File: src/rtl/fc_layer_gen_stream_if.sv
// rtl/fc_layer_gen_stream_if.sv - input, weight and output streams of the fully-connected layer
interface fc_layer_gen_stream_if #(
    parameter int T = 8
);
    logic                input_valid;
    logic                input_ready;
    logic signed [T-1:0] input_data;
    logic                w_valid;
    logic                w_ready;
    logic signed [T-1:0] w_data;
    logic                output_valid;
    logic                output_ready;
    logic signed [T-1:0] output_data;

    modport slave (
        input  input_valid, input_data, w_valid, w_data, output_ready,
        output input_ready, w_ready, output_valid, output_data
    );

    modport master (
        output input_valid, input_data, w_valid, w_data, output_ready,
        input  input_ready, w_ready, output_valid, output_data
    );
endinterface

File: src/rtl/fc_layer_gen_stream.sv
// rtl/fc_layer_gen_stream.sv - y = sat(W*x) over P MAC lanes with loadable weights (FC_RELU_EN: ReLU after sat)
module fc_layer_gen_stream #(
    parameter int M = 16,
    parameter int N = 8,
    parameter int T = 8,
    parameter int P = 4
) (
    input logic clk,
    input logic reset,
    fc_layer_gen_stream_if.slave bus
);
    localparam int ACC_W = 2 * T + $clog2(N);
    localparam int G     = M / P;
    localparam int LD    = G * N;
    localparam int AW    = (LD > 1) ? $clog2(LD) : 1;
    localparam int XW    = $clog2(N);
    localparam int NW    = $clog2(N + 1);
    localparam int PW    = (P > 1) ? $clog2(P) : 1;
    localparam int GW    = (G > 1) ? $clog2(G) : 1;

    localparam logic [XW-1:0] X_LAST    = XW'(N - 1);
    localparam logic [NW-1:0] N_END     = NW'(N);
    localparam logic [PW-1:0] P_LAST    = PW'(P - 1);
    localparam logic [GW-1:0] G_LAST    = GW'(G - 1);
    localparam logic [AW-1:0] BASE_LAST = AW'((G - 1) * N);
    localparam logic [AW-1:0] N_STEP    = AW'(N);
    localparam logic signed [ACC_W-1:0] SAT_HI = ACC_W'((1 << (T - 1)) - 1);
    localparam logic signed [ACC_W-1:0] SAT_LO = ACC_W'(-(1 << (T - 1)));

    typedef enum logic [1:0] {IDLE, LOAD_X, MAC, OUT} state_t;

    state_t                  state;
    logic [XW-1:0]           xi;
    logic [NW-1:0]           n;
    logic [GW-1:0]           g;
    logic [PW-1:0]           j;
    logic [XW-1:0]           w_n;
    logic [PW-1:0]           w_lane;
    logic [AW-1:0]           w_base;
    logic signed [ACC_W-1:0] acc      [P];
    logic signed [ACC_W-1:0] acc_next [P];
    logic signed [2*T-1:0]   prod     [P];
    logic signed [T-1:0]     out_reg  [P];
    logic signed [T-1:0]     rd       [P];
    logic signed [T-1:0]     x_rd;
    logic signed [T-1:0]     x_mem    [N];
    logic signed [T-1:0]     w_mem    [P][LD];

    logic          x_we, w_we;
    logic [XW-1:0] x_waddr;
    logic [NW-1:0] n_rd;
    logic [AW-1:0] raddr;
    logic [AW-1:0] w_addr;

    assign bus.input_ready = (state == IDLE) || (state == LOAD_X);
    assign bus.w_ready     = (state == IDLE) && !bus.input_valid;
    assign x_we    = bus.input_valid && bus.input_ready;
    assign w_we    = bus.w_valid && bus.w_ready;
    assign x_waddr = (state == IDLE) ? '0 : xi;
    assign n_rd    = (n == N_END) ? '0 : n;
    assign raddr   = AW'(32'(g) * N + 32'(n_rd));
    assign w_addr  = w_base + AW'(w_n);

    function automatic logic signed [T-1:0] fin(input logic signed [ACC_W-1:0] a);
        logic signed [T-1:0] s;
        if (a > SAT_HI)
            s = SAT_HI[T-1:0];
        else if (a < SAT_LO)
            s = SAT_LO[T-1:0];
        else
            s = a[T-1:0];
`ifdef FC_RELU_EN
        if (s < 0)
            s = '0;
`endif
        return s;
    endfunction

    always_comb begin
        for (int k = 0; k < P; k++) begin
            prod[k]     = (2 * T)'(rd[k]) * (2 * T)'(x_rd);
            acc_next[k] = acc[k] + ACC_W'(prod[k]);
        end
    end

    // Storage is deliberately outside reset so weights survive a reset.
    always_ff @(posedge clk) begin
        if (x_we)
            x_mem[x_waddr] <= bus.input_data;
        if (w_we)
            w_mem[w_lane][w_addr] <= bus.w_data;
        x_rd <= x_mem[XW'(n_rd)];
        for (int k = 0; k < P; k++)
            rd[k] <= w_mem[k][raddr];
    end

    always_ff @(posedge clk) begin
        if (!reset) begin
            state            <= IDLE;
            xi               <= '0;
            n                <= '0;
            g                <= '0;
            j                <= '0;
            w_n              <= '0;
            w_lane           <= '0;
            w_base           <= '0;
            bus.output_valid <= 1'b0;
            bus.output_data  <= '0;
            for (int k = 0; k < P; k++) begin
                acc[k]     <= '0;
                out_reg[k] <= '0;
            end
        end else begin
            case (state)
                IDLE: begin
                    if (x_we) begin
                        xi    <= XW'(1);
                        state <= LOAD_X;
                    end else if (w_we) begin
                        if (w_n == X_LAST) begin
                            w_n <= '0;
                            if (w_lane == P_LAST) begin
                                w_lane <= '0;
                                w_base <= (w_base == BASE_LAST) ? '0 : w_base + N_STEP;
                            end else begin
                                w_lane <= w_lane + PW'(1);
                            end
                        end else begin
                            w_n <= w_n + XW'(1);
                        end
                    end
                end
                LOAD_X: begin
                    if (x_we) begin
                        if (xi == X_LAST) begin
                            state <= MAC;
                            n     <= '0;
                            g     <= '0;
                            for (int k = 0; k < P; k++)
                                acc[k] <= '0;
                        end else begin
                            xi <= xi + XW'(1);
                        end
                    end
                end
                MAC: begin
                    // Read data lags the address by one cycle, so n==0 only issues a read.
                    if (n != '0)
                        for (int k = 0; k < P; k++)
                            acc[k] <= acc_next[k];
                    if (n == N_END) begin
                        for (int k = 0; k < P; k++)
                            out_reg[k] <= fin(acc_next[k]);
                        bus.output_data  <= fin(acc_next[0]);
                        bus.output_valid <= 1'b1;
                        j                <= '0;
                        state            <= OUT;
                    end else begin
                        n <= n + NW'(1);
                    end
                end
                OUT: begin
                    if (bus.output_ready) begin
                        if (j == P_LAST) begin
                            bus.output_valid <= 1'b0;
                            n                <= '0;
                            for (int k = 0; k < P; k++)
                                acc[k] <= '0;
                            if (g == G_LAST) begin
                                state <= IDLE;
                            end else begin
                                g     <= g + GW'(1);
                                state <= MAC;
                            end
                        end else begin
                            j               <= j + PW'(1);
                            bus.output_data <= out_reg[j + PW'(1)];
                        end
                    end
                end
                default: state <= IDLE;
            endcase
        end
    end
endmodule

File: src/flat_wrapper.sv
// flat-port wrapper written by rule: the top's interface ports become plain ports
module fc_layer_gen_stream_flat 
#(
    parameter int M = 16,
    parameter int N = 8,
    parameter int T = 8,
    parameter int P = 4
)
  (clk, reset, bus_input_valid, bus_input_data, bus_w_valid, bus_w_data, bus_output_ready, bus_input_ready, bus_w_ready, bus_output_valid, bus_output_data);
  fc_layer_gen_stream_if #(.T(T)) bus_i ();
  input logic clk;
  input logic reset;
  input wire logic [$bits(bus_i.input_valid)-1:0] bus_input_valid;
  input wire logic [$bits(bus_i.input_data)-1:0] bus_input_data;
  input wire logic [$bits(bus_i.w_valid)-1:0] bus_w_valid;
  input wire logic [$bits(bus_i.w_data)-1:0] bus_w_data;
  input wire logic [$bits(bus_i.output_ready)-1:0] bus_output_ready;
  output wire logic [$bits(bus_i.input_ready)-1:0] bus_input_ready;
  output wire logic [$bits(bus_i.w_ready)-1:0] bus_w_ready;
  output wire logic [$bits(bus_i.output_valid)-1:0] bus_output_valid;
  output wire logic [$bits(bus_i.output_data)-1:0] bus_output_data;
  assign bus_i.input_valid = bus_input_valid;
  assign bus_i.input_data = bus_input_data;
  assign bus_i.w_valid = bus_w_valid;
  assign bus_i.w_data = bus_w_data;
  assign bus_i.output_ready = bus_output_ready;
  assign bus_input_ready = bus_i.input_ready;
  assign bus_w_ready = bus_i.w_ready;
  assign bus_output_valid = bus_i.output_valid;
  assign bus_output_data = bus_i.output_data;
  fc_layer_gen_stream #(.M(M), .N(N), .T(T), .P(P)) u_core (.clk(clk), .reset(reset), .bus(bus_i));
endmodule
File: config.mk
export PLATFORM = sky130hd
export DESIGN_NAME = fc_layer_gen_stream_flat
export DESIGN_NICKNAME = d
export VERILOG_FILES = /design/src/rtl/fc_layer_gen_stream_if.sv /design/src/rtl/fc_layer_gen_stream.sv /design/src/flat_wrapper.sv
export SDC_FILE = /design/constraint.sdc
export NUM_CORES = 2
export LEC_CHECK = 0
export ABC_CLOCK_PERIOD_IN_PS = 17850
export CAP_MARGIN = 25
export CORE_MARGIN = 1
export CORE_UTILIZATION = 50
export CTS_CLUSTER_DIAMETER = 80
export DETAILED_ROUTE_END_ITERATION = 12
export GPL_TIMING_DRIVEN = 0
export PLACE_DENSITY = 0.75
export SLEW_MARGIN = 20
export SYNTH_ARGS = -nofsm -noshare
export SYNTH_HDL_FRONTEND = slang
export SYNTH_SLANG_ARGS = --single-unit
File: constraint.sdc
create_clock -name clk -period 17.85 [get_ports clk]
set_input_delay 1.785 -clock clk [delete_from_list [all_inputs] [get_ports clk]]
set_output_delay 1.785 -clock clk [all_outputs]
set_load 0.01 [all_outputs]
# Yosys cells after proc, flatten, opt, wreduce, memory -nomap -nowiden
# Memory sizes are Yosys's and may differ from the RTL's. A register that Yosys moved wholly into a read port is not among the register bits.
# Cells that the tools add are included.
totals:
  ff_bits: 32
  ramBits: 1228
  word_cells: 216
  n_memories: 5
classes:
  addsub: 13
  mul: 4
  order_cmp: 11
  n_eq_ne: 20
  muxes: 113
  bitwise: 19
  reduce_logical: 21
mem_list:
  columns: ["memory", "words", "width", "rd", "rd_ports_with_merged_regs", "write_ports", "line_no", "rtl"]
  rows:
  - ["u_core.w_mem", 4, 256, 4, 0, 1, "fc_layer_gen_stream.sv:47", "logic signed [T-1:0] w_mem [P][LD];"]
  - ["u_core.acc", 4, 19, 4, 0, 4, "fc_layer_gen_stream.sv:40", "logic signed [ACC_W-1:0] acc [P];"]
  - ["u_core.x_mem", 8, 8, 1, 1, 1, "fc_layer_gen_stream.sv:46", "logic signed [T-1:0] x_mem [N];"]
  - ["u_core.out_reg", 4, 8, 1, 0, 4, "fc_layer_gen_stream.sv:43", "logic signed [T-1:0] out_reg [P];"]
  - ["u_core.rd", 4, 8, 4, 0, 4, "fc_layer_gen_stream.sv:44", "logic signed [T-1:0] rd [P];"]
op_table:
  columns: ["operator", "n"]
  rows:
  - ["two-way mux 8 bit", 35]
  - ["two-way mux 256 bit", 1]
  - ["two-way mux 19 bit", 12]
  - ["binary-select mux 8 bit (select 5 bit)", 4]
  - ["adder 19 x 16 -> 19 bit", 4]
  - ["> comparator 19 x 8 -> 1 bit (second input constant)", 4]
  - ["< comparator 19 x 8 -> 1 bit (second input constant)", 4]
  - ["multiplier 8 x 8 -> 16 bit", 4]
  - ["demux 8 bit (select 5 bit)", 1]
  - ["two-way mux 2 bit", 16]
  - ["two-way mux 1 bit", 25]
  - ["two-way mux 4 bit", 6]
  - ["AND reduction 6 bit", 3]
  - ["bitwise OR 1 bit", 16]
  - ["case mux 8 bit (2 select lines)", 1]
  - ["AND reduction 4 bit", 4]
  - ["two-way mux 3 bit", 5]
  - ["greater-or-equal comparator 6 bit (second input constant)", 2]
  - ["!= test 2 bit (second input constant)", 6]
  - ["NOT 5 -> 6 bit", 2]
  - ["case mux 4 bit (3 select lines)", 1]
  - ["== test 2 bit (second input constant)", 5]
  - ["!= test 2 x 1 -> 1 bit (second input constant)", 4]
  - ["case mux 2 bit (2 select lines)", 2]
  - ["other kinds (25)", 34]

# Longest topological paths before layout
logic_depth:
  word_depth: 10
  ltp_mapped: 23
  ltp_nobuf: 20

# Worst setup path after synthesis
# OpenSTA, ideal clock, no wires.
synth_timing:
  path_kind: "reg2reg"
  start: "register u_core.x_rd[0], read port of u_core.x_mem"
  end: "memory u_core.out_reg[1][0] (data pin)"
  setup_ps: 277
  arrival_time_ps: 5579
  t_required_ps: 17573
  slack_ps: 11993
  path_stages_with_launch: 22
  period_less_slack_ps: 5857
  cell_sequence: "dfxtp_1 clkbuf_1 clkbuf_1 nand2_1 fa_1 inv_1 fa_1 ha_1 inv_1 fa_1 inv_1 ha_1 ha_1 fa_1 a211oi_1 o21ai_1 a2111oi_4 o21ba_2 o22ai_1 or4_1 o21ai_2 a21oi_1"
synth_lines:
  columns: ["item", "line_no", "rtl"]
  rows:
  - ["start, declared", "fc_layer_gen_stream.sv:45", "logic signed [T-1:0] x_rd;"]
  - ["end, declared", "fc_layer_gen_stream.sv:43", null]

==> qor.log <==
INFO  synthesis      postSynthAreaPerCell=14.3um^2
INFO  synthesis      post_synth_num_cell_types=87
INFO  layout         drive_above_1_share=11.8%
INFO  status         status=finished, final reports clean
INFO  clock_tree     post_cts.resized_instances=0
INFO  power          switching_power_total=2.49mW
INFO  synthesis      synthesis.area=63100um^2
INFO  power          switching_part_of_the_total=31.1%
INFO  detailed_routing drt_iter0_markers=4986
INFO  global_route   largest_net_degree_at_the_start_of_global_routing=97
INFO  detailed_routing drt-vias-per-instance=6.14
INFO  timing         final_hold_viol_count=0
INFO  critical_path  worst_setup_startpoint=u_core.x_rd[0]
INFO  run            cap_viol_max_count=0
INFO  timing         final_period_util=42.5%
INFO  timing         max_fclk=132MHz
INFO  timing         final.hold.worst_slack=0.457ns
INFO  detailed_routing first_pass_iters=5
INFO  clock_tree     cts_inserted_buffers=121
INFO  layout         num-nets-final=5156
INFO  floorplan      floorplan.die.height=357um
INFO  power          clockPowerShare=32.4%
INFO  place          post-dp-hpwl=120000um
INFO  timing         maxSlewViolCount=0
INFO  timing         unrepaired_setup_endpoints_after_global_routing=no
INFO  critical_path  start_kind=register
INFO  floorplan      starting_density_of_the_core=50.4%
INFO  clock_tree     cts.htree.levels=3
INFO  power          peakVddDrop=0.0924mV
INFO  place          gp_routability_congestion=0.964
INFO  clock_tree     clock_latency_reported_for_the_late_side_of_the_worst_skew_pair=0.77ns
INFO  global_route   grt_first_pass_wirelength=251000um
INFO  global_route   grt_pass1_vias=39.7k
INFO  critical_path  timing.setup.critical_path_class=register to register
INFO  synthesis      seq_area_frac_synth=58.2%
INFO  clock_tree     path_clk_slew=0.06ns
INFO  critical_path  timing.critical_path.arrival=8.05ns
INFO  critical_path  end_kind=register
INFO  layout         syn_to_final_growth=10.8%
INFO  synthesis      postSynthRegisterBits=1265
INFO  global_route   globalRouteTotalUtil=26.8%
INFO  clock_tree     cts-root-buf=sky130_fd_sc_hd__clkbuf_16
INFO  power          powerDensity=114nW/um^2
INFO  layout         registers.top_by_ff_count=u_core.w_mem
INFO  timing         fin_crit=7.58ns
INFO  synthesis      synth.yosys.warnings=0
INFO  layout         post-route-util=55.8%
INFO  synthesis      count_of_mapped_cells_out_of_synthesis=4428
INFO  synthesis      post-synth-top-area-cell=sky130_fd_sc_hd__edfxtp_1
INFO  critical_path  r2r_start=u_core.x_rd[0]
INFO  power          internal_power=5.52mW
INFO  clock_tree     postCtsHoldBufs=0
INFO  timing         slew-limit-headroom=15.5%
INFO  power          share_comb_of_total_power=27.1%
INFO  power          power.leakage=25.6nW
INFO  timing         setup_tns_after_final_layout=0ns
INFO  detailed_routing dr_total_vias=39.1k
INFO  clock_tree     cts.repair_timing.setup_buffer_count=0
INFO  floorplan      die_area=128000um^2
INFO  synthesis      synth_largest_type_area_fraction=54.2%
INFO  power          total_power=8.01mW
INFO  floorplan      fp.coreArea=125000um^2
INFO  detailed_routing dr_wl_cell=26.6um
INFO  global_route   antenna_found_initial=8
INFO  critical_path  slowest_delay=0.69ns
INFO  timing         setup-violations-final=0
INFO  layout         largestRegisters=u_core.w_mem (1024), u_core.acc (76), u_core.x_mem (64)
INFO  synthesis      syn_nets=4979
INFO  clock_tree     tritoncts=yes
INFO  detailed_routing number_of_nets_still_failing_antenna_checks_after_routing=0
INFO  floorplan      rows=130
INFO  synthesis      synth_top_flop_cell=sky130_fd_sc_hd__edfxtp_1
INFO  hold_path      holdCritPathClass=register to register
INFO  critical_path  cp.required=18.32ns
INFO  timing         worst-slew-pin-transition=1.27ns
INFO  power          power.sequential.fraction=40.5%
INFO  critical_path  worstPathMaxFanout=10
INFO  floorplan      io_pins=32
INFO  hold_path      min-delay-start=u_core.acc[2][3]
INFO  layout         largest_reg_flops=1024
INFO  critical_path  crit_slowest_cell=sky130_fd_sc_hd__clkbuf_1
INFO  synthesis      netlist_top_cells_area=sky130_fd_sc_hd__edfxtp_1, sky130_fd_sc_hd__fa_1, sky130_fd_sc_hd__mux4_2, sky130_fd_sc_hd__dfxtp_1, sky130_fd_sc_hd__ha_1
INFO  timing         skew=0.0590ns
INFO  clock_tree     cts_buffer_depth=3
INFO  synthesis      ys_async_sr_fraction=0%
INFO  clock_tree     cts.sink_count=1265
INFO  floorplan      die_width=357um
INFO  synthesis      number_of_enable_flip_flop_cells_after_synthesis=1139
INFO  detailed_routing drc_errors=0
INFO  critical_path  critical_path.cell_chain=clkbuf_1 -> clkbuf_1 -> nand2_1 -> fa_1 -> inv_1 -> fa_1 -> ha_1 -> inv_1 -> fa_1 -> inv_1 -> ha_1 -> ha_1 -> inv_1 -> fa_1 -> nand2b_1 -> a21oi_2 -> o21ai_0 -> o311ai_0 -> nand4b_1 -> o41ai_4 -> buf_6 -> and2_1 -> nor2_1
INFO  place          number_of_buffers_added_on_ports=30
INFO  detailed_routing route.final.wire_length=169000um
INFO  global_route   grt.overflow.total=0
## final timing paths
kind | endpoint | cells past startpoint | slack, ns
min reg2reg | u_core.acc[2][3] | 2 | 0.46
max reg2reg | u_core.out_reg[0][6] | 23 | 10.27
max | u_core.out_reg[0][6] | 23 | 10.27
min | u_core.acc[2][3] | 2 | 0.46
## kinds of logic (layout without fill, tap and decap cells)
| group | after synthesis | in the layout | share of synthesized area [%] |
|---|---|---|---|
| flops | 1265 | 1265 | 58.2 |
| xor+xnor | 71 | 71 | 0.997 |
| fa+ha+maj | 530 | 530 | 14.5 |
| simple gates | 1036 | 1036 | 7.99 |
| buf+inv | 623 | 902 | 3.76 |
| compound gates | 615 | 615 | 6.87 |
| mux | 288 | 288 | 7.72 |
| other cells | 0 | 3 | 0 |
## metal layers
| metal | up-vias | wire, um | global-route usage (%) |
|---|---|---|---|
| li1 | 16591 | - | - |
| met1 | 19753 | 63400 | 35.5 |
| met2 | 2329 | 80200 | 43.3 |
| met3 | 407 | 18000 | 5.33 |
| met4 | 2 | 7860 | 11.1 |
| met5 | - | 12 | 0 |
## final cells by class
class | count | area, um^2
diodes | 3 | 7.51
fillers | 9771 | 55400
inverters | 397 | 1490
plain buffers | 226 | 887
repair buffers | 54 | 708
clock buffers | 148 | 3170
multi-input cells | 2540 | 24100
well taps | 1650 | 2060
flip-flops and latches | 1265 | 36700
clock inverters | 77 | 832
## stage by stage
stage / instance area, um^2 / cells / setup WS, ns
after CTS: 69900 / 6353 / 10.32
after global routing: 70000 / 6357 / 9.95
final: 70000 / 6360 / 10.27
after global placement: 65500 / 6108 / 10.35
after detailed placement: 65900 / 6128 / 10.33
after floorplan: 63100 / 4428 / 11.99
## synthesized netlist by cell type, drive strengths merged (5+ instances only)
master and n:
nand2b 14, nor4 11, a21o 17, a211o 5, a21oi 89, xnor2 53, fa 336, and3 94
nor3b 8, or3 12, o211ai 12, o311ai 65, nor3 86, mux2 132, a211oi 81, dfxtp 126
mux2i 10, nand4 11, and2 171, ha 194, o2111ai 6, o31ai 37, mux4 146, edfxtp 1139
o22ai 142, inv 396, or2 8, o21bai 10, buf 49, a32o 7, clkbuf 177, o21ai 67
nor2b 8, xor2 18, nor2 253, a22o 11, o21a 21, nand2 285, nand3b 8, nand3 53
a31oi 14
## placed cells by master (no fill, tap or decap), types with 37 or more instances in the layout
| master | instances |
|---|---|
| sky130_fd_sc_hd__and3_1 | 94 |
| sky130_fd_sc_hd__edfxtp_1 | 1139 |
| sky130_fd_sc_hd__and2_1 | 171 |
| sky130_fd_sc_hd__o21ai_0 | 58 |
| sky130_fd_sc_hd__nand2_1 | 284 |
| sky130_fd_sc_hd__nor2_1 | 253 |
| sky130_fd_sc_hd__ha_1 | 194 |
| sky130_fd_sc_hd__xnor2_1 | 51 |
| sky130_fd_sc_hd__mux4_2 | 146 |
| sky130_fd_sc_hd__clkbuf_1 | 200 |
| sky130_fd_sc_hd__nor3_1 | 84 |
| sky130_fd_sc_hd__nand3_1 | 53 |
| sky130_fd_sc_hd__o311ai_0 | 62 |
| sky130_fd_sc_hd__mux2_2 | 132 |
| sky130_fd_sc_hd__a211oi_1 | 77 |
| sky130_fd_sc_hd__dfxtp_1 | 126 |
| sky130_fd_sc_hd__o22ai_1 | 141 |
| sky130_fd_sc_hd__a21oi_1 | 87 |
| sky130_fd_sc_hd__inv_1 | 395 |
| sky130_fd_sc_hd__clkbuf_16 | 122 |
| sky130_fd_sc_hd__fa_1 | 336 |
| sky130_fd_sc_hd__o31ai_1 | 37 |
## critical path, delay by kind of cell, from the launching register on
family | cells | cell delay (ns)
AND/OR/NAND/NOR | 5 | 0.88
AO/OA/AOI/OAI | 4 | 1.49
adder cells (fa/ha/maj) | 7 | 2.68
buffers and inverters | 7 | 1.68
flip-flops | 1 | 0.56
## power groups by stage
stage	Sequential, mW	Clock [mW]	Combinational (mW)
3_5_place_dp	3.30	0	2.12
5_1_grt	3.24	2.72	2.41
4_1_cts	3.24	2.60	2.15
3_3_place_gp	3.32	0	2.09
2_1_floorplan	3.30	0	1.59
6_report	3.24	2.60	2.17
Power figures use the tool's default switching activity.
